## src/rtl/sl_transmitter_if.sv

```systemverilog
// Word handshake between the APB-side producer and the SL transmitter.
// The producer drives data/mode/valid; the transmitter answers with ready.
interface sl_transmitter_if;
    logic [31:0] data;
    logic [1:0]  mode;
    logic        valid;
    logic        ready;

    modport master (
        output data,
        output mode,
        output valid,
        input  ready
    );

    modport slave (
        input  data,
        input  mode,
        input  valid,
        output ready
    );
endinterface

```

## src/rtl/sl_transmitter.sv

```systemverilog
// Serialises 8/16/24/32-bit words plus odd parity onto the two-wire SL link.
// Optional feature macro: SL_TX_PARITY_INJECT_EN (adds inj_parity_err_i to flip parity).
module sl_transmitter #(
    parameter int PHASE_CLKS = 4,
    parameter int GAP_CLKS   = 8
) (
    input  logic                  clk,
    input  logic                  reset_n,
    sl_transmitter_if.slave       bus,
`ifdef SL_TX_PARITY_INJECT_EN
    input  logic                  inj_parity_err_i,
`endif
    output logic                  sl0_o,
    output logic                  sl1_o,
    output logic                  busy_o
);

    localparam logic [15:0] PH_LAST  = 16'(PHASE_CLKS - 1);
    localparam logic [15:0] GAP_LAST = 16'(GAP_CLKS - 1);

    typedef enum logic [2:0] {
        ST_IDLE,
        ST_BIT,
        ST_STOP0,
        ST_STOP,
        ST_GAP
    } state_t;

    state_t      state_q, state_d;
    logic [15:0] cnt_q, cnt_d;
    logic [1:0]  phase_q, phase_d;
    logic [5:0]  bit_q, bit_d;
    logic [5:0]  last_q, last_d;
    logic [32:0] frame_q, frame_d;
    logic        sl0_q, sl0_d;
    logic        sl1_q, sl1_d;
    logic        busy_q, busy_d;
    logic        ready_q, ready_d;

    logic [31:0] masked;
    logic [5:0]  n_bits;
    logic        parity;
    logic [32:0] new_frame;
    logic        accept;

    assign accept = bus.valid && ready_q;

    // Frame image: data bits 0..N-1 followed by the parity bit at position N.
    always_comb begin
        masked = '0;
        n_bits = 6'd8;
        case (bus.mode)
            2'b00: begin
                masked = {24'b0, bus.data[7:0]};
                n_bits = 6'd8;
            end
            2'b01: begin
                masked = {16'b0, bus.data[15:0]};
                n_bits = 6'd16;
            end
            2'b10: begin
                masked = {8'b0, bus.data[23:0]};
                n_bits = 6'd24;
            end
            default: begin
                masked = bus.data;
                n_bits = 6'd32;
            end
        endcase
        parity = ~(^masked);
`ifdef SL_TX_PARITY_INJECT_EN
        if (inj_parity_err_i) begin
            parity = ~parity;
        end
`endif
        new_frame         = {1'b0, masked};
        new_frame[n_bits] = parity;
    end

    // Line outputs are computed from next-state values so they leave flops directly.
    always_comb begin
        state_d = state_q;
        cnt_d   = cnt_q;
        phase_d = phase_q;
        bit_d   = bit_q;
        last_d  = last_q;
        frame_d = frame_q;
        sl0_d   = 1'b1;
        sl1_d   = 1'b1;
        busy_d  = busy_q;
        ready_d = ready_q;

        case (state_q)
            ST_IDLE: begin
                if (accept) begin
                    state_d = ST_BIT;
                    cnt_d   = '0;
                    phase_d = 2'd0;
                    bit_d   = 6'd0;
                    last_d  = n_bits;
                    frame_d = new_frame;
                    busy_d  = 1'b1;
                    ready_d = 1'b0;
                end
            end

            ST_BIT: begin
                if (cnt_q == PH_LAST) begin
                    cnt_d   = '0;
                    phase_d = 2'(phase_q + 2'd1);
                    if (phase_q == 2'd3) begin
                        if (bit_q >= last_q) begin
                            state_d = ST_STOP0;
                            sl0_d   = 1'b0;
                        end else begin
                            bit_d = 6'(bit_q + 6'd1);
                        end
                    end
                end else begin
                    cnt_d = cnt_q + 16'd1;
                end
                if (state_d == ST_BIT && phase_d == 2'd2) begin
                    if (frame_q[bit_d]) begin
                        sl1_d = 1'b0;
                    end else begin
                        sl0_d = 1'b0;
                    end
                end
            end

            ST_STOP0: begin
                state_d = ST_STOP;
                cnt_d   = '0;
                sl0_d   = 1'b0;
                sl1_d   = 1'b0;
            end

            ST_STOP: begin
                if (cnt_q == PH_LAST) begin
                    state_d = ST_GAP;
                    cnt_d   = '0;
                end else begin
                    cnt_d = cnt_q + 16'd1;
                    sl0_d = 1'b0;
                    sl1_d = 1'b0;
                end
            end

            ST_GAP: begin
                if (cnt_q == GAP_LAST) begin
                    state_d = ST_IDLE;
                    cnt_d   = '0;
                    busy_d  = 1'b0;
                    ready_d = 1'b1;
                end else begin
                    cnt_d = cnt_q + 16'd1;
                end
            end

            default: begin
                state_d = ST_IDLE;
                cnt_d   = '0;
                busy_d  = 1'b0;
                ready_d = 1'b1;
            end
        endcase
    end

    // Reset aborts any word in flight; lines go straight back to idle-high.
    always_ff @(posedge clk or negedge reset_n) begin
        if (!reset_n) begin
            state_q <= ST_IDLE;
            cnt_q   <= '0;
            phase_q <= 2'd0;
            bit_q   <= 6'd0;
            last_q  <= 6'd0;
            frame_q <= '0;
            sl0_q   <= 1'b1;
            sl1_q   <= 1'b1;
            busy_q  <= 1'b0;
            ready_q <= 1'b1;
        end else begin
            state_q <= state_d;
            cnt_q   <= cnt_d;
            phase_q <= phase_d;
            bit_q   <= bit_d;
            last_q  <= last_d;
            frame_q <= frame_d;
            sl0_q   <= sl0_d;
            sl1_q   <= sl1_d;
            busy_q  <= busy_d;
            ready_q <= ready_d;
        end
    end

    assign sl0_o     = sl0_q;
    assign sl1_o     = sl1_q;
    assign busy_o    = busy_q;
    assign bus.ready = ready_q;

endmodule

```

## src/flat_wrapper.sv

```systemverilog
// flat-port wrapper written by rule: the top's interface ports become plain ports
module sl_transmitter_flat 
#(
    parameter int PHASE_CLKS = 4,
    parameter int GAP_CLKS   = 8
)
  (clk, reset_n, sl0_o, sl1_o, busy_o, bus_data, bus_mode, bus_valid, bus_ready);
  sl_transmitter_if bus_i ();
  input  logic clk;
  input  logic reset_n;
  output logic sl0_o;
  output logic sl1_o;
  output logic busy_o;
  input wire logic [$bits(bus_i.data)-1:0] bus_data;
  input wire logic [$bits(bus_i.mode)-1:0] bus_mode;
  input wire logic [$bits(bus_i.valid)-1:0] bus_valid;
  output wire logic [$bits(bus_i.ready)-1:0] bus_ready;
  assign bus_i.data = bus_data;
  assign bus_i.mode = bus_mode;
  assign bus_i.valid = bus_valid;
  assign bus_ready = bus_i.ready;
  sl_transmitter #(.PHASE_CLKS(PHASE_CLKS), .GAP_CLKS(GAP_CLKS)) u_core (.clk(clk), .reset_n(reset_n), .bus(bus_i), .sl0_o(sl0_o), .sl1_o(sl1_o), .busy_o(busy_o));
endmodule
```

## config.mk

```make
export PLATFORM = sky130hd
export DESIGN_NAME = sl_transmitter_flat
export DESIGN_NICKNAME = d
export VERILOG_FILES = /design/src/rtl/sl_transmitter_if.sv /design/src/rtl/sl_transmitter.sv /design/src/flat_wrapper.sv
export SDC_FILE = /design/constraint.sdc
export NUM_CORES = 1
export LEC_CHECK = 0
export BUFFER_PORTS_ARGS = -buffer_cell sky130_fd_sc_hd__buf_2
export CELL_PAD_IN_SITES_DETAIL_PLACEMENT = 0
export CELL_PAD_IN_SITES_GLOBAL_PLACEMENT = 1
export CORE_UTILIZATION = 46
export CTS_CLUSTER_DIAMETER = 80
export DETAILED_ROUTE_END_ITERATION = 6
export PLACE_DENSITY_LB_ADDON = 0.1
export SYNTH_ARGS = -nofsm -noshare
export SYNTH_HDL_FRONTEND = slang
export SYNTH_SLANG_ARGS = --single-unit
```

## constraint.sdc

```tcl
create_clock -name clk -period 3.64 [get_ports clk]
set_input_delay 0.182 -clock clk [delete_from_list [all_inputs] [get_ports clk]]
set_output_delay 0.182 -clock clk [all_outputs]
set_load 0.01 [all_outputs]
```

# Word-level counts from Yosys, hierarchy flattened
# Index checks and enable logic that the tools add are counted.
[classes]
n_eq_ne = 14
magnitude_cmp = 4
n_bitwise = 2
n_addsub = 3
mux = 45
reduce_logical = 13
[op_table]
columns = ["op", "n"]
rows = [
  ["case mux 32 bit (3 select lines)", 1],
  ["2-to-1 mux 16 bit", 3],
  ["case mux 16 bit (3 select lines)", 1],
  ["bitwise mux 33 bit", 1],
  ["XOR reduction 32 bit", 1],
  ["2-to-1 mux 6 bit", 5],
  ["2-to-1 mux 3 bit", 7],
  ["case mux 6 bit (3 select lines)", 1],
  ["adder 16 x 1 -> 16 bit (second input constant)", 1],
  ["equality test 16 x 2 -> 1 bit (second input constant)", 1],
  ["equality test 16 x 3 -> 1 bit (second input constant)", 1],
  ["case mux 3 bit (5 select lines)", 1],
  ["< comparator 6 x 7 -> 1 bit (second input constant)", 2],
  ["2-to-1 mux 1 bit", 14],
  ["case mux 1 bit (3 select lines)", 4],
  ["case mux 6 bit (2 select lines)", 1],
  ["adder 6 x 1 -> 6 bit (second input constant)", 1],
  ["binary-select mux 1 bit (select 6 bit)", 1],
  ["demux 1 bit (select 6 bit)", 1],
  ["equality test 2 bit (second input constant)", 3],
  ["equality test 3 x 1 -> 1 bit (second input constant)", 2],
  ["equality test 3 x 2 -> 1 bit (second input constant)", 2],
  [">= comparator 6 x 1 -> 1 bit (second input constant)", 1],
  [">= comparator 6 bit", 1],
  ["other kinds (15)", 24],
]
[totals]
word_cells = 91
in_bits = 37
out_inout_bits = 4
regBits = 70

# Depth between registers and ports, before layout
[logic_depth]
depth_word = 10
mapped_depth = 12
mapped_depth_nobuf = 9

# Least setup slack after synthesis
# Ideal clock, no wire load.
[synth_timing]
path_type = "reg2reg"
start = "register u_core.bit_q[0]"
end = "register u_core.sl0_q (netlist: u_core.sl0_o)"
setup_time_ns = 0.077
stages_incl_launch_ff = 12
synth_period_minus_slack_ns = 3.022
path_slack_ns = 0.618
t_required_ns = 3.563
arrival_time_ns = 2.944
n_path_buf = 3
cell_sequence = "dfrtp_1 > buf_2 > buf_2 > inv_1 > ha_1 > buf_2 > mux4_2 > mux2i_1 > o211ai_1 > a32oi_1 > o211ai_2 > o21a_1"
[synth_via]
elab_chain_cells = 10
word_cells_on_any_way = 20
cone_classes = "1 x add/sub; 1 x order compare; 1 x eq/ne; 16 x mux; 1 x reduce/logical"
[synth_lines]
columns = ["element", "line", "rtl"]
rows = [
  ["start, declared", "sl_transmitter.sv:32", "logic [5:0] bit_q, bit_d;"],
  ["start signal, assigned", "sl_transmitter.sv:186", "bit_q <= bit_d;"],
  ["adder 6 x 1 -> 6 bit or >= comparator 6 bit (tied branches)", "sl_transmitter.sv:116, sl_transmitter.sv:112", ""],
  ["2-to-1 mux 6 bit", "sl_transmitter.sv:112", "if (bit_q >= last_q) begin"],
  ["2-to-1 mux 6 bit", "sl_transmitter.sv:111", "if (phase_q == 2'd3) begin"],
  ["2-to-1 mux 6 bit", "sl_transmitter.sv:108", "if (cnt_q == PH_LAST) begin"],
  ["2-to-1 mux 6 bit", "sl_transmitter.sv:93", "case (state_q)"],
  ["binary-select mux 1 bit (select 6 bit)", "sl_transmitter.sv:123", "if (frame_q[bit_d]) begin"],
  ["2-to-1 mux 1 bit (not written as such)", "sl_transmitter.sv:123", ""],
  ["2-to-1 mux 1 bit", "sl_transmitter.sv:123", ""],
  ["2-to-1 mux 1 bit (*)", "sl_transmitter.sv:122", "if (state_d == ST_BIT && phase_d == 2'd2) begin"],
  ["case mux 1 bit (3 select lines) (*)", "sl_transmitter.sv:93", ""],
  ["net u_core.sl0_d", "sl_transmitter.sv:35", "logic sl0_q, sl0_d;"],
  ["end signal, assigned", "sl_transmitter.sv:189", "sl0_q <= sl0_d;"],
  ["end, declared", "sl_transmitter.sv:35", ""],
]
# Mark *: on every way through the listed nets, which the timed path passes. The rest lies on a longest branch. The select of a mux whose other input is x is not followed.
# A chain may end at the register's enable or synchronous reset.

# Final worst setup path
[layout_timing]
start = "register u_core.bit_q[3]"
end = "register u_core.sl0_q (netlist: u_core.sl0_o)"
# Same word-level chain as after synthesis.

==> out/results.md <==
| Stage | Item | This run |
|---|---|---|
| power and ir drop | Power per cell area | 672 nW/um2 |
| die | Horizontal die dimension | 102 um |
| logic synthesis | Post-synthesis area per instance | 8.95 um2 |
| finish | Non-filler instance count after layout | 683 |
| die | Die Area | 10400 um2 |
| setup path | Count of cells along the worst register-to-register path | 10 |
| setup path | Critical Path Slowest Stage Cell | sky130_fd_sc_hd__dfrtp_1 |
| finish | Proportion of layout cells with a drive suffix above 1 | 18.2% |
| drt | Post-DR vias/cell | 5.67 |
| setup path | Number of buffer and inverter instances along the worst setup path | 2 |
| timing | Setup TNS | 0 ps |
| outcome | Violations in the final reports | design-rule violations |
| clock tree | Post-CTS repair timing setup buffer count | 0 |
| timing | Number of setup violations in the final report | 0 |
| clock tree | Maximum buffer depth of the clock tree | 2 |
| hold path | End of the worst hold path | u_core.frame_q[3] |
| placed design | Post-placement cell count | 666 |
| setup path | Highest cell delay on the worst timing path | 610 ps |
| die | Ports placed on the boundary | 41 |
| logic synthesis | Count of yosys warnings during synthesis | 0 |
| logic synthesis | Synthesized instance count | 514 |
| hold path | Hold path startpoint | bus_data[3] |
| grt | Number of global-route vias before repair | 3687 |
| drt | Antenna-violating nets left | 0 |
| timing | Endpoints failing hold | 0 |
| setup path | Nature of the critical path startpoint | register |
| setup path | Crit-path leading delay family | compound AO/OA/AOI/OAI gates |
| drt | Detailed Routing Iterations Pass 1 | 7 |
| finish | Synthesis-to-layout area growth | 11.3% |
| hold path | Number of stages on the worst hold path | 3 |
| timing | Share of the clock period used by the worst path after layout | 82.2% |
| setup path | Worst r2r dst | u_core.sl0_o |
| setup path | Crit path kind | register to register |
| clock tree | CTS tree | yes |
| logic synthesis | Most area-hungry cell type in the Yosys netlist | sky130_fd_sc_hd__dfrtp_1 |
| placed design | Place WS | 720 ps |
| drt | DR iter-0 viols | 226 |
| grt | Pin count of the biggest net entering global routing | 43 |
| die | Initial standard-cell utilization of the core | 47.3% |
| power and ir drop | Largest vdd supply drop | 0.271 mV |
| timing | Post-layout minimum cycle time | 2990 ps |
| setup path | Data arrival time of the critical path | 3290 ps |
| logic synthesis | Net Count, Synth | 564 |
| clock tree | CTS-repair resized insts | 0 |
| setup path | Max FO, Critical Path | 13 |
| die | Floorplan row count | 36 |
| grt | Initial antenna violation count | 0 |
| drt | Detailed-route DRC error count | 2 |
| setup path | Cells traversed along the worst timing path | clkinv_1 > ha_1 > nand3b_1 > a32o_1 > buf_4 > nand4_4 > or3_1 > a221o_1 > o211ai_2 > o21a_1 |
| job | Max-capacitance violation count | 0 |
| clock tree | Clock buffer count from CTS | 9 |
| logic synthesis | Number of distinct library cells after synthesis | 66 |
| clock tree | # H-tree levels | 3 |
| setup path | Worst R2R Setup Slack | 650 ps |
| finish | Count of fill cells added during filler insertion | 955 |
| drt | Via count of the routed design | 3875 |
| placed design | Number of buffers inserted by port buffering | 40 |
| logic synthesis | Cells taking the most area after synthesis | sky130_fd_sc_hd__dfrtp_1 35%, sky130_fd_sc_hd__nand2_1 8.4%, sky130_fd_sc_hd__mux4_2 7.3% |
| logic synthesis | Area share of the largest cell type after synthesis | 34.8% |
| grt | Global-route wire length before repair | 18600 um |
| clock tree | Total number of clock tree sinks | 67 |
| finish | Final Net Count | 595 |
| power and ir drop | Static leakage | 2.23 nW |
| logic synthesis | Top-count cell post-synth | sky130_fd_sc_hd__nand2_1 |
| setup path | Worst Path Required | 3940 ps |
| setup path | R2r startpoint | u_core.bit_q[3] |
| placed design | DP HPWL | 8250 um |
| outcome | Result of the run | finished, violations left |
| clock tree | CTS clk-pin slew, worst paths | 80 ps |
| timing | Least-Margin Pin Slew | 868 ps |
| logic synthesis | EDFF count, synth | 0 |
| logic synthesis | Total standard cell area after synthesis | 4600 um2 |
| logic synthesis | Fraction of the yosys area taken by sequential cells | 36.5% |
| finish | Final antenna diode count | 0 |
| die | Die Ht | 102 um |
| drt | Drt total wl | 11100 um |
| timing | Max-slew violation count | 0 |
| die | Area inside the core boundary | 9730 um2 |
| timing | Rel. slew slack | 41.7% |
| clock tree | Clock network latency to the later pin of the worst-skew pair | 360 ps |
| grt | Total routing usage reported by global routing | 23.5% |
| hold path | Worst hold-check path type | input pin to register |
| drt | Wire length per cell after detailed routing | 16.2 um |
| timing | Setup repair after global routing missed its margin | no |
| placed design | Routability congestion estimate | 1.01 |
| logic synthesis | Seq cells post-synth | 67 |
| logic synthesis | Asr flop ratio synth | 100% |
| setup path | Endpoint kind of the worst setup timing path | register |
| timing | Maximum operating frequency | 334 MHz |
| timing | Worst clock skew | 13.4 ps |
| clock tree | Clock root cell | sky130_fd_sc_hd__clkbuf_8 |
| grt | Total grt overflow | 0 |
| logic synthesis | Top cells by count, synth | 103 x sky130_fd_sc_hd__nand2_1, 64 x sky130_fd_sc_hd__dfrtp_1, 43 x sky130_fd_sc_hd__o21ai_0, 37 x sky130_fd_sc_hd__nand3_1, 30 x sky130_fd_sc_hd__xnor2_1 |
| timing | Setup slack after layout | 648 ps |
| logic synthesis | Leading register cell type out of synthesis | sky130_fd_sc_hd__dfrtp_1 |
## what timing repair did
item / in CTS / in global routing
endpoints found under the hold margin: 32 / 0
endpoints found under the setup margin: 0 / 0
hold buffers: 1 / 0
## through the flow
step | util (%) | total power, W | hold slack, ps | area, um2
after floorplan | - | 0.00233 | -114 | 4600
after global placement | 50.1 | 0.00269 | 281 | 4870
after detailed placement | 50.1 | 0.00272 | 283 | 4870
after CTS | 52.6 | 0.00346 | 31.5 | 5120
after global routing | 52.6 | 0.00372 | 37.1 | 5120
final | 52.6 | 0.00344 | 38.3 | 5120
## registers in the layout (all words and copies together) (netlist names)
| register | cells |
|---|---|
| u_core.sl0_o | 1 |
| u_core.busy_o | 1 |
| u_core.bit_q | 6 |
| u_core.sl1_o | 1 |
| u_core.cnt_q | 16 |
| u_core.last_q | 3 |
| u_core.state_q | 3 |
| u_core.frame_q | 33 |
| u_core.phase_q | 2 |
| u_core.bus.ready | 1 |
## worst max-delay path by stage
stage / to / start / cells past startpoint / slack [ps]
global route: u_core.sl0_o / u_core.bit_q[3] / 10 / 470
CTS: u_core.sl0_o / u_core.bit_q[3] / 10 / 690
detailed placement: u_core.sl0_o / u_core.bit_q[3] / 10 / 720
finish: u_core.sl0_o / u_core.bit_q[3] / 10 / 650
floorplan: u_core.sl0_o / u_core.bit_q[0] / 11 / 620
global placement: u_core.sl0_o / u_core.bit_q[3] / 10 / 800
## where the power goes
group	switching, W	total (W)	internal, W
clock network	0.000306	0.000731	0.000425
registers	0.000246	0.00123	0.000986
logic	0.000832	0.00148	0.000646
total	0.00138	0.00344	0.00206
## routing by layer
metal  part of all wire [%]  vias to the layer above  global-route usage [%]
li1                       -                     1898                       -
met1                     49                     1864                    33.4
met2                     46                      100                    36.6
met3                    3.6                       13                    3.69
met4                    1.3                        0                    7.80
met5                      0                        -                       0
## cell type report
type | count | area, um2 | share of cell area, %
Timing Repair Buffer | 51 | 285 | 5.57
Clock buffer | 11 | 151 | 2.96
Multi-Input combinational cell | 400 | 2690 | 52.6
Tap cell | 133 | 166 | 3.25
Inverter | 16 | 60.1 | 1.17
Sequential cell | 67 | 1680 | 32.8
Clock inverter | 5 | 83.8 | 1.64
## cells by family (layout without fill, tap and decap cells)
logic type	Yosys count	in the layout	synth area share [%]
XOR/XNOR	37	37	7.05
AO/OA/AOI/OAI	102	102	13.9
buffers and inverters	47	83	4.95
multiplexers	22	22	9.88
AND/OR/NAND/NOR	226	226	24.2
adder cells (fa/ha/maj)	13	13	3.54
flip-flops	67	67	36.5
## cells in the final DEF, fill, tap and decap left out, types with 4 or more instances in the layout
master                     instances
sky130_fd_sc_hd__nand3_1          37
sky130_fd_sc_hd__nand2b_1          4
sky130_fd_sc_hd__mux2i_1           4
sky130_fd_sc_hd__buf_4            10
sky130_fd_sc_hd__dfrtp_1          64
sky130_fd_sc_hd__o31ai_1           8
sky130_fd_sc_hd__inv_1            15
sky130_fd_sc_hd__xor2_1            7
sky130_fd_sc_hd__a31oi_1           6
sky130_fd_sc_hd__mux4_2           15
sky130_fd_sc_hd__a21oi_1          18
sky130_fd_sc_hd__o21ai_0          43
sky130_fd_sc_hd__nor3_1           11
sky130_fd_sc_hd__ha_1             13
sky130_fd_sc_hd__buf_2            40
sky130_fd_sc_hd__or3_1             5
sky130_fd_sc_hd__xnor2_1          30
sky130_fd_sc_hd__nor2_1           29
sky130_fd_sc_hd__nand2_1         103
sky130_fd_sc_hd__clkbuf_8         11
## worst reg2reg max path, stage by stage, from the launching register on
cell,delay (ps)
sky130_fd_sc_hd__dfrtp_1,610
sky130_fd_sc_hd__clkinv_1,330
sky130_fd_sc_hd__ha_1,350
sky130_fd_sc_hd__nand3b_1,120
sky130_fd_sc_hd__a32o_1,180
sky130_fd_sc_hd__buf_4,200
sky130_fd_sc_hd__nand4_4,140
sky130_fd_sc_hd__or3_1,400
sky130_fd_sc_hd__a221o_1,370
sky130_fd_sc_hd__o211ai_2,80
sky130_fd_sc_hd__o21a_1,150
No activity file was read; power rests on OpenSTA's default activity.
